**src/rtl/mux4_scan_ctrl.sv**
```systemverilog
// mux4_scan_ctrl: drives the select lines of a 4:1 mux through channels
// 0..3, waits SETTLE cycles per channel, samples the mux output and presents
// the assembled 4-bit frame on a valid/ready interface. Single-shot or
// continuous scanning.
module mux4_scan_ctrl #(
  parameter int SETTLE = 1
) (
  input  logic       clk,
  input  logic       rst,
  input  logic       start,
  input  logic       cont,
  input  logic       mux_out,
  output logic       s0,
  output logic       s1,
  output logic [3:0] data,
  output logic       valid,
  input  logic       ready,
  output logic       busy
);

  if (SETTLE < 1 || SETTLE > 15) begin : g_bad_settle
    $error("mux4_scan_ctrl: SETTLE must be in 1..15");
  end

  localparam logic [3:0] SETTLE_LAST = 4'(SETTLE - 1);

  typedef enum logic [1:0] {
    ST_IDLE,
    ST_SETTLE,
    ST_SAMPLE,
    ST_HOLD
  } state_t;

  state_t     state;
  logic [1:0] ch;
  logic [3:0] cnt;
  logic [3:0] shd;

  // Select lines come straight from the channel register.
  assign s1 = ch[1];
  assign s0 = ch[0];

  // Scan sequencer: settle, sample, assemble frame, hold until handshake.
  always_ff @(posedge clk) begin
    if (rst) begin
      state <= ST_IDLE;
      ch    <= '0;
      cnt   <= '0;
      shd   <= '0;
      data  <= '0;
      valid <= 1'b0;
      busy  <= 1'b0;
    end else begin
      case (state)
        ST_IDLE: begin
          ch <= '0;
          if (start) begin
            state <= ST_SETTLE;
            cnt   <= '0;
            busy  <= 1'b1;
          end
        end
        ST_SETTLE: begin
          cnt <= cnt + 4'd1;
          if (cnt == SETTLE_LAST) begin
            state <= ST_SAMPLE;
          end
        end
        ST_SAMPLE: begin
          shd[ch] <= mux_out;
          cnt     <= '0;
          if (ch != 2'd3) begin
            ch    <= ch + 2'd1;
            state <= ST_SETTLE;
          end else begin
            // Channel 3 goes straight into the frame; shd[3] is not needed.
            data  <= {mux_out, shd[2:0]};
            valid <= 1'b1;
            state <= ST_HOLD;
          end
        end
        ST_HOLD: begin
          if (valid && ready) begin
            valid <= 1'b0;
            ch    <= '0;
            if (cont) begin
              state <= ST_SETTLE;
              cnt   <= '0;
            end else begin
              state <= ST_IDLE;
              busy  <= 1'b0;
            end
          end
        end
        default: begin
          state <= ST_IDLE;
          ch    <= '0;
          cnt   <= '0;
          valid <= 1'b0;
          busy  <= 1'b0;
        end
      endcase
    end
  end

endmodule

```
**config.mk**
```make
export PLATFORM = sky130hd
export DESIGN_NAME = mux4_scan_ctrl
export DESIGN_NICKNAME = d
export VERILOG_FILES = /design/src/rtl/mux4_scan_ctrl.sv
export SDC_FILE = /design/constraint.sdc
export NUM_CORES = 1
export LEC_CHECK = 0
export CORE_MARGIN = 4
export CORE_UTILIZATION = 55
export CTS_CLUSTER_DIAMETER = 100
export DETAILED_ROUTE_END_ITERATION = 10
export PLACE_DENSITY = 0.79
export SLEW_MARGIN = 20
export SYNTH_ARGS = -nofsm -noshare
export SYNTH_HDL_FRONTEND = slang
export SYNTH_SLANG_ARGS = --single-unit
```
**constraint.sdc**
```tcl
create_clock -name clk -period 2.2 [get_ports clk]
set_input_delay 0.33 -clock clk [delete_from_list [all_inputs] [get_ports clk]]
set_output_delay 0.33 -clock clk [all_outputs]
set_load 0.02 [all_outputs]
```
== Yosys cells after proc, flatten, opt, wreduce, memory -nomap -nowiden ==
Index checks and enable logic that the tools add are counted.
Cells by class
  magnitude comparators: 2
  add/sub/neg operators: 2
  bitwise gates (word level): 1
  equality and inequality tests: 11
  reduce and logical (&&, ||, !) cells: 13
  muxes and demuxes: 23
Operators with widths (number)
  2-bit inequality test (second input constant): 8
  4-bit one-hot mux with 4 select lines: 1
  2-bit two-way mux: 6
  4-bit two-way mux: 3
  3-bit AND reduction: 4
  2-bit one-hot mux with 4 select lines: 1
  1-bit two-way mux: 7
  2-bit one-hot mux with 3 select lines: 1
  4-bit by 1-bit adder with 4-bit output (second input constant): 1
  4-bit bitwise mux: 1
  2-bit equality test (second input constant): 2
  4-bit logical NOT: 1
  1-bit one-hot mux with 2 select lines: 2
  4-bit AND reduction: 1
  2-bit nonzero test: 2
  2-bit by 3-bit less-than comparator with 1-bit output (second input constant): 1
  3-bit nonzero test: 1
  2-bit by 1-bit adder with 2-bit output (second input constant): 1
  1-bit demux with 2-bit select: 1
  2-bit by 1-bit equality test with 1-bit output (second input constant): 1
  2-bit by 1-bit greater-or-equal comparator with 1-bit output (second input constant): 1
  1-bit logical AND: 2
  2-bit logical NOT: 1
  2-bit AND reduction: 1
  1-bit inverter: 1
Word-level totals
  register bits after elaboration: 18
  output and inout bits: 8
  word-level logic and storage cells: 59
  input port bits: 6

== Longest topological paths before layout ==
Gate-level depths: netlist of the first run.
  word-level depth: 5
  gate-level depth with buffers: 5
  gate-level depth less buffers: 5

== Least setup slack after synthesis of the first run ==
OpenSTA, ideal clock, no wires.
  path type: reg-to-reg
  from: register cnt[0]
  to: register state[0]
  library setup time: 0.132 ns
  path buffers: 0
  data arrival time: 1.234 ns
  data required time: 2.068 ns
  cell stages (with the launch flop): 6
  setup slack: 0.834 ns
  cell sequence: dfxtp_1 -> inv_1 -> ha_1 -> or4b_2 -> nand3_1 -> a21oi_1
On the way
  word-level cells in the longest chain between the ends: 3
RTL lines
  start: declaration: line 36  | logic [3:0] cnt;
  start signal: assignment: line 64  | cnt <= cnt + 4'd1;
  4-bit logical NOT: line 65  | if (cnt == SETTLE_LAST) begin
  2-bit inequality test (no source line)
  3-bit AND reduction (no source line)
  end signal: assignment: line 66  | state <= ST_SAMPLE;
  end signal: assignment: line 74  | state <= ST_SETTLE;
  end signal: assignment: line 79  | state <= ST_HOLD;
  end: declaration: line 34  | state_t state;
Every way passes these cells.
A chain may end at the register's enable or synchronous reset.

== Final worst setup path of the first run ==
  from: register ch[0]
  to: output s0
RTL lines
  start: declaration: line 35  | logic [1:0] ch;
  start signal: assignment: line 73  | ch <= ch + 2'd1;
  end: declaration: line 13  | output logic s0,
No word-level cell between the ends.

==> results by group, run 1 <==
Floorplan
  – # IOs: 14
  – Full die area: 2330 um2
  – Cell Rows: 14
  – Core box area: 1520 um2
  – Chip Height: 48.3 um
  – Die W: 48.3 um
  – Initial Util: 58.5%

Timing
  – Max-slew violation count: 0
  – Clock skew: 4.96 ps
  – Final hold vios: 0
  – Final setup TNS: 0 ps
  – Final Cycle Share: 78.0%
  – Worst slew pin tran: 741 ps
  – Final setup violation count: 0
  – Period minus WS final: 1720 ps
  – Fmax: 583 MHz
  – RSZ-0062 raised after global routing: no
  – Slew margin rel.: 50.5%

Setup path
  – CP endpoint: s0
  – Worst path arrival time: 1390 ps
  – Reg2Reg Depth: 3
  – Worst Setup End Kind: output port
  – Worst path max stage delay: 650 ps
  – WP depth: 1
  – Worst r2r src: state[0]
  – Critical Path Source: ch[0]
  – Worst path slowest cell: clkdlybuf4s50_1
  – Critical path, cell by cell: clkdlybuf4s50_1
  – Worst-path fanout max: 6
  – WS Path Type: reg -> out
  – Worst reg2reg endpoint: data[2]
  – Worst path buffer plus inverter count: 1
  – Crit start category: register
  – Delay-heaviest family, CP: buffers and inverters
  – Worst Path Required: 1870 ps
  – Worst R2R Setup Slack: 620 ps

Clock network
  – TritonCTS clock tree: yes
  – Inserted Clock Buffers: 3
  – Postcts setup bufs: 0
  – Worst-case clock buffer depth: 2
  – CTS resizes: 0
  – Sink Count: 17
  – CTS root buf: clkbuf_4
  – Clk_lat worst skew: 290 ps
  – Htree depth: 1
  – Hold-fix buffers, CTS: 0
  – Clk slew on worst S/H paths: 90 ps

Logic synthesis
  – Distinct cells, synth: 32
  – Syn Nets: 111
  – Async set-reset flop share out of synthesis: 0%
  – Synth top cells by count: dfxtp_1 (17), nor2_1 (10), a21oi_1 (9)
  – Synth top area share: 38.1%
  – Flop and latch count out of synthesis: 17
  – Primary FF master, synth: dfxtp_1
  – Sequential area share after synthesis: 38.1%
  – Cells after synthesis: 99
  – Largest cells by area after synthesis: dfxtp_1 (38%), mux2i_1 (9.0%), ha_1 (8.4%)
  – Largest area contributor in the netlist: dfxtp_1
  – Syn Area/Cell: 9.01 um2
  – Post-synth EDFFs: 0
  – Yosys warning total: 0
  – Synth Cell Area: 892 um2
  – Count leader, synth: dfxtp_1

Final layout
  – Layout cell share with drive strength beyond 1: 6.31%
  – # fillers: 137
  – Final #Nets: 124
  – N_diodes: 0
  – Area growth, synth to finish: 17.7%

Global routing
  – Largest net degree at the start of global routing: 27
  – Via count of the first global-routing pass: 662
  – Grt ovf: 0
  – Initial antenna violation count: 0
  – First-pass GRT wire length: 2.98 mm
  – Gr usage total: 18.6%

Place
  – Hpwl dp: 1.25 mm
  – Final GP Congestion: 0.797
  – Port buffer count: 13

Routing
  – Per-cell routed wire length: 14.6 um
  – DRT iter0 DRCs: 17
  – Via count: 765
  – Drt first pass iters: 4
  – Drt total wl: 1.86 mm
  – Final ANT Viol Nets: 0
  – Routed vias/inst: 6.02
  – DRC errors left: 0

Power and ir drop
  – Final total power: 586 uW
  – Worst vdd ir: 0.000384 V
  – Pwr Density: 558 nW/um2
  – Leakage power: 0.000412 uW

Run status
  – Status: finished, final reports clean

Flow run
  – Max-cap violations: 0

Min path
  – Hold Crit Class: reg -> reg
==> flip-flops by register name (all words and copies together) (netlist names) <==
signal	count
valid	1
busy	1
state	2
ch	2
cnt	4
shd	3
data	4
==> report_power, final <==
part	total, uW	leakage [uW]	internal [uW]	switching (uW)
logic	79.5	0.000259	42.1	37.5
registers	340	0.000138	317	23.0
clock network	166	0.0000150	70.4	95.5
total	586	0.000412	430	156
==> tightest hold or removal path, stage by stage (launching register included) <==
cell and delay [ps]:
dfxtp_1 340, mux2i_1 60, nor2_1 70
==> layout make-up <==
type	count	area, um2	area share, %
Clock buffer	4	26.3	2.50
Timing Repair Buffer	14	138	13.1
Sequential cell	17	340	32.4
Multi-Input combinational cell	72	510	48.6
Tap cell	16	20.0	1.91
Inverter	4	15.0	1.43
==> metal layers <==
| layer | track usage (%) | wire length, um | vias to the layer above |
|---|---|---|---|
| li1 | - | - | 382 |
| met1 | 26.6 | 915 | 363 |
| met2 | 25.8 | 856 | 18 |
| met3 | 5.17 | 73 | 2 |
| met4 | 8.06 | 14 | 0 |
| met5 | 0 | 0 | - |
==> worst min-delay path by stage <==
stage                 start  endpoint  slack, ps  cells after the start
finish               shd[0]   data[0]        500                      2
global route           busy      busy        530                      2
CTS                  shd[0]   data[0]        510                      2
detailed placement  data[3]   data[3]        490                      2
global placement     shd[0]   data[0]        470                      2
floorplan            shd[0]   data[0]        460                      2
==> cell usage in the layout, fill, tap and decap left out, types with 2 or more instances in the layout <==
cell type and instances:
dfxtp_1 17, clkdlybuf4s50_1 13, nor2_1 10, a21oi_1 9, mux2i_1 8, ha_1 6, nand3_1 5, inv_1 4
nand2_1 4, nand3b_1 3, nand4_1 3, clkbuf_4 3, nand2b_1 2, nor2b_1 2, nor3b_1 2, a311oi_1 2
nand4b_1 2
==> through the flow <==
stage	utilization (%)	hold WS, ps	worst slack, ps	std cells	area [um2]
3_3_place_gp	67.2	471	603	123	1020
3_5_place_dp	67.2	487	573	123	1020
2_1_floorplan	-	460	834	99	892
5_1_grt	68.9	535	401	127	1050
6_report	68.9	502	484	127	1050
4_1_cts	68.9	505	467	127	1050
==> kinds of logic after synthesis <==
logic type / Yosys count / share of synthesized area (%)
adders and majority gates: 6 / 8.41
and+or+nand+nor: 39 / 26.1
muxes: 8 / 8.98
buffers and inverters: 10 / 4.63
DFF: 17 / 38.1
AOI/OAI and AO/OA: 19 / 13.7
Note: power is estimated with default switching activity, not from simulation.
==> run 2: changes to the inputs <==
--- a/config.mk
+++ b/config.mk
@@ -6,10 +6,10 @@
 export NUM_CORES = 1
 export LEC_CHECK = 0
 export CORE_MARGIN = 4
-export CORE_UTILIZATION = 55
+export CORE_UTILIZATION = 46
 export CTS_CLUSTER_DIAMETER = 100
 export DETAILED_ROUTE_END_ITERATION = 10
-export PLACE_DENSITY = 0.79
+export PLACE_DENSITY = 0.71
 export SLEW_MARGIN = 20
 export SYNTH_ARGS = -nofsm -noshare
 export SYNTH_HDL_FRONTEND = slang
==> constraint.sdc (replaced) <==
create_clock -name clk -period 1.38 [get_ports clk]
set_input_delay 0.207 -clock clk [delete_from_list [all_inputs] [get_ports clk]]
set_output_delay 0.207 -clock clk [all_outputs]
set_load 0.02 [all_outputs]
==> run 2 against run 1 <==
Against the previous run:
- largest power group unchanged
- global-route usage down 2.7 points
- combinational power up 130%
- critical path type unchanged
- total power up 67%
==> results by group, run 2 (synthesized netlist as in run 1, its figures left out) <==
Run status
  – Status: finished, final reports clean

Min path
  – Hold Crit Class: reg -> reg
  – Worst Hold Depth: 2

Setup path
  – Delay-heaviest family, CP: flip-flops
  – Worst-path fanout max: 6
  – Reg2Reg Depth: 4
  – Crit start category: register
  – Worst path arrival time: 1090 ps
  – Critical path, cell by cell: dlygate4sd2_1
  – Worst Setup End Kind: output port
  – Worst path max stage delay: 430 ps
  – Worst Path Required: 1170 ps
  – Worst path buffer plus inverter count: 1
  – Worst path slowest cell: dfxtp_1
  – WP depth: 1
  – WS Path Type: reg -> out

Floorplan
  – Initial Util: 50.0%
  – Cell Rows: 15
  – Core box area: 1780 um2
  – # IOs: 14
  – Chip Height: 52.0 um
  – Die W: 52.0 um
  – Full die area: 2710 um2

Final layout
  – Most common cell after layout, fill and taps aside: dfxtp_1
  – Top flop regs: cnt: 4 flops, data: 4 flops, shd: 3 flops
  – # fillers: 154
  – Layout cell share with drive strength beyond 1: 19.5%
  – Most frequent cells in the layout: dfxtp_1 (15), buf_4 (13), nor2_1 (10)
  – Final #Nets: 136
  – N_diodes: 0
  – Final Core Density: 65.5%
  – Area growth, synth to finish: 31.0%

Timing
  – Final setup TNS: 0 ps
  – Worst slew pin tran: 255 ps
  – Max-slew violation count: 0
  – Final setup violation count: 0
  – Clock skew: 9.00 ps
  – Hold_ws: 491 ps
  – Period minus WS final: 1300 ps
  – Slew margin rel.: 82.7%
  – RSZ-0062 raised after global routing: yes
  – Final hold vios: 0
  – Final Cycle Share: 93.9%
  – Fmax: 771 MHz

Clock network
  – Clk slew on worst S/H paths: 100 ps
  – Worst-case clock buffer depth: 2
  – Hold-fix buffers, CTS: 0
  – CTS root buf: clkbuf_4
  – Htree depth: 1
  – Inserted Clock Buffers: 3
  – TritonCTS clock tree: yes
  – Sink Count: 17
  – Clk_lat worst skew: 300 ps
  – Postcts setup bufs: 0

Global routing
  – First-pass GRT wire length: 3.15 mm
  – Grt ovf: 0
  – Initial antenna violation count: 0
  – Largest net degree at the start of global routing: 18
  – Via count of the first global-routing pass: 719
  – Gr usage total: 15.9%

Routing
  – Metal2 WL: 839 um
  – Via count: 806
  – Routed met1 length: 897 um
  – DRT iter0 DRCs: 15
  – DRC errors left: 0
  – Final ANT Viol Nets: 0
  – Drt total wl: 1.90 mm
  – Per-cell routed wire length: 12.8 um
  – Drt first pass iters: 4
  – Highest metal used: met4
  – WL met3: 138 um
  – Routed vias/inst: 5.45

Place
  – Hpwl dp: 1.39 mm
  – Port buffer count: 13
  – Final GP Congestion: 0.751

Power and ir drop
  – Worst vdd ir: 0.000508 V
  – Pwr Density: 836 nW/um2
  – Leakage power: 0.000546 uW
  – Final total power: 977 uW

Flow run
  – Max-cap violations: 0
==> run 2: changes by cell type in the layout (fill, tap and decap cells not counted), sizes merged <==
cell and delta:
buf +12, clkdlybuf4s50 -8, dlygate4sd2 +8
==> run 2: final timing paths <==
| kind | from | slack (ps) | end |
|---|---|---|---|
| setup / recovery | valid | 80 | valid |
| hold / removal | busy | 490 | busy |
| setup reg to reg | ch[0] | 100 | ch[1] |
| hold reg to reg | busy | 490 | busy |
==> run 2: layout make-up <==
type                       count  area [um2]  area share [%]
clock buffer                   4        26.3            2.25
inverter                       4        15.0            1.28
multi-input combinational     72         536            45.8
sequential                    17         343            29.3
tap                           25        31.3            2.68
timing repair buffer          26         218            18.6
==> run 2: report_power, final <==
part / leakage (uW) / switching [uW] / internal, uW
logic: 0.000392 / 86.1 / 92.8
clock network: 0.0000150 / 159 / 113
registers: 0.000139 / 19.0 / 507
==> run 2: metal layers <==
layer  track usage, %  up-vias
met2             23.4       25
met1             20.8      370
met4             5.68        0
met3             6.30        4
li1                 -      407
met5                0        -
==> run 2: timing repair <==
| action | 4_1_cts | 5_1_grt |
|---|---|---|
| hold endpoints to repair | 0 | 0 |
| gates resized for setup | 8 | 7 |
| endpoints found under the setup margin | 8 | 8 |
==> run 2: stage by stage <==
stage	cell area [um2]	worst slack, ps	cells
after floorplan	892	13.8	99
after global placement	1120	-18.6	144
after detailed placement	1120	-54.7	144
after CTS	1140	1.72	148
after global routing	1170	-2.08	148
final	1170	83.6	148
==> run 3: changes to the inputs <==
--- a/config.mk
+++ b/config.mk
@@ -5,11 +5,13 @@
 export SDC_FILE = /design/constraint.sdc
 export NUM_CORES = 1
 export LEC_CHECK = 0
+export CELL_PAD_IN_SITES_DETAIL_PLACEMENT = 0
+export CELL_PAD_IN_SITES_GLOBAL_PLACEMENT = 1
 export CORE_MARGIN = 4
-export CORE_UTILIZATION = 46
+export CORE_UTILIZATION = 35
 export CTS_CLUSTER_DIAMETER = 100
 export DETAILED_ROUTE_END_ITERATION = 10
-export PLACE_DENSITY = 0.71
+export PLACE_DENSITY = 0.85
 export SLEW_MARGIN = 20
 export SYNTH_ARGS = -nofsm -noshare
 export SYNTH_HDL_FRONTEND = slang
==> run 3 against run 2 <==
Against the previous run:
- fmax fell by 2.3%
- non-clock buffer count unchanged
- clock power rose by 3%
- die area is 26% higher
- sequential share of layout area fell by 0.28 points
==> results by group, run 3 (synthesized netlist as in run 1, its figures left out) <==
Clock network
  – Worst-case clock buffer depth: 2
  – CTS root buf: clkbuf_4
  – Hold-fix buffers, CTS: 0
  – Clk_lat worst skew: 290 ps
  – Clk slew on worst S/H paths: 110 ps
  – TritonCTS clock tree: yes
  – Sink Count: 17
  – Postcts setup bufs: 0
  – Inserted Clock Buffers: 3
  – Htree depth: 1

Routing
  – DRC errors left: 0
  – Per-cell routed wire length: 13.2 um
  – Via count: 821
  – Drt first pass iters: 4
  – DRT iter0 DRCs: 21
  – Drt total wl: 2.02 mm
  – Routed vias/inst: 5.37
  – Final ANT Viol Nets: 0

Power and ir drop
  – Worst vdd ir: 0.000814 V
  – Pwr Density: 838 nW/um2
  – Leakage power: 0.000516 uW
  – Final total power: 981 uW

Flow run
  – Max-cap violations: 0

Global routing
  – Initial antenna violation count: 0
  – Grt ovf: 0
  – Gr usage total: 13.2%
  – Via count of the first global-routing pass: 809
  – Largest net degree at the start of global routing: 18
  – First-pass GRT wire length: 3.55 mm

Setup path
  – Worst Setup End Kind: register
  – Worst path arrival time: 1550 ps
  – Worst reg2reg endpoint: cnt[3]
  – Worst Path Required: 1610 ps
  – Crit start category: register
  – Worst-path fanout max: 17
  – WS Path Type: reg -> reg
  – CP endpoint: cnt[3]
  – Worst R2R Setup Slack: 50 ps
  – Worst r2r src: state[1]
  – Reg2Reg Depth: 3
  – Critical Path Source: state[1]

Final layout
  – Post-Layout Cell Count: 153
  – Area growth, synth to finish: 31.3%
  – N_diodes: 0
  – Top flop regs: cnt: 4 flops, data: 4 flops, shd: 3 flops
  – Most common cell after layout, fill and taps aside: dfxtp_1
  – Fin area: 1170 um2
  – Most frequent cells in the layout: dfxtp_1 (17), buf_4 (13), nor2_1 (10)
  – Layout cell share with drive strength beyond 1: 18.7%
  – Final #Nets: 136

Floorplan
  – Full die area: 3420 um2
  – Chip Height: 58.5 um
  – Cell Rows: 18
  – Initial Util: 36.3%
  – # IOs: 14
  – Core box area: 2450 um2
  – Die W: 58.5 um

Min path
  – Worst Hold Depth: 2
  – Hold Crit Class: reg -> reg

Run status
  – Status: finished, final reports clean

Timing
  – Worst slew pin tran: 360 ps
  – Final worst slack: 53.0 ps
  – Final Cycle Share: 96.2%
  – RSZ-0062 raised after global routing: yes
  – Period minus WS final: 1330 ps
  – Clock skew: 0.678 ps
  – Fmax: 754 MHz
  – Max-slew violation count: 0
  – Slew margin rel.: 76.0%
  – Final setup violation count: 0
  – Final hold vios: 0
  – Hold_ws: 489 ps

Place
  – Post-DP Area: 1130 um2
  – Final GP Congestion: 0.758
  – Port buffer count: 13
  – Post-place setup slack: -34.5 ps
  – Placed cells: 149
  – Hpwl dp: 1.50 mm
## run 3: cell types whose count changed in the layout (fill, tap and decap cells not counted), sizes merged
| cell | delta |
|---|---|
| clkbuf | -1 |
| clkinvlp | +1 |
## run 3: stage by stage
step / TNS, ps / util, %
after floorplan: 0 / -
after global placement: -24.8 / 46.1
after detailed placement: -34.5 / 46.1
after CTS: 0 / 46.9
after global routing: -2.25 / 47.7
final: 0 / 47.7
## run 3: worst max-delay path, stage by stage (launching register included)
cell,delay (ps)
dfxtp_1,350
buf_4,200
or4b_1,530
a31oi_1,170
## run 3: where the power goes
group | total (uW) | leakage [uW] | switching, uW | internal (uW)
clock network | 279 | 0.0000139 | 169 | 110
logic | 179 | 0.000364 | 88.8 | 89.9
registers | 523 | 0.000138 | 17.1 | 506
## run 3: how the worst min path moves through the flow
| stage | from | to |
|---|---|---|
| after CTS | busy | busy |
| after detailed placement | busy | busy |
| after global placement | busy | busy |
| after global routing | busy | busy |
| after floorplan | mux_out | data[3] |
| final | busy | busy |
## run 3: what timing repair did
item / 4_1_cts / 5_1_grt
resized for setup: 8 / 4
hold endpoints to repair: 0 / 0
setup endpoints to repair: 8 / 4
cloned: 0 / 0
## run 3: layer usage
| layer | wire length [um] | track usage [%] | vias up |
|---|---|---|---|
| met2 | 1010 | 22.6 | 24 |
| met1 | 888 | 16.0 | 390 |
| met3 | 119 | 4.82 | 2 |
| met4 | 2 | 1.99 | 0 |
| li1 | - | - | 405 |
| met5 | 0 | 0 | - |
## run 3: cell type report
cell class / count / area, um2
clock buffers: 3 / 22.5
clock inverters: 1 / 7.51
fillers: 251 / 1280
inverters: 4 / 15.0
multi-input cells: 72 / 531
flip-flops and latches: 17 / 340
well taps: 30 / 37.5
repair buffers: 26 / 218
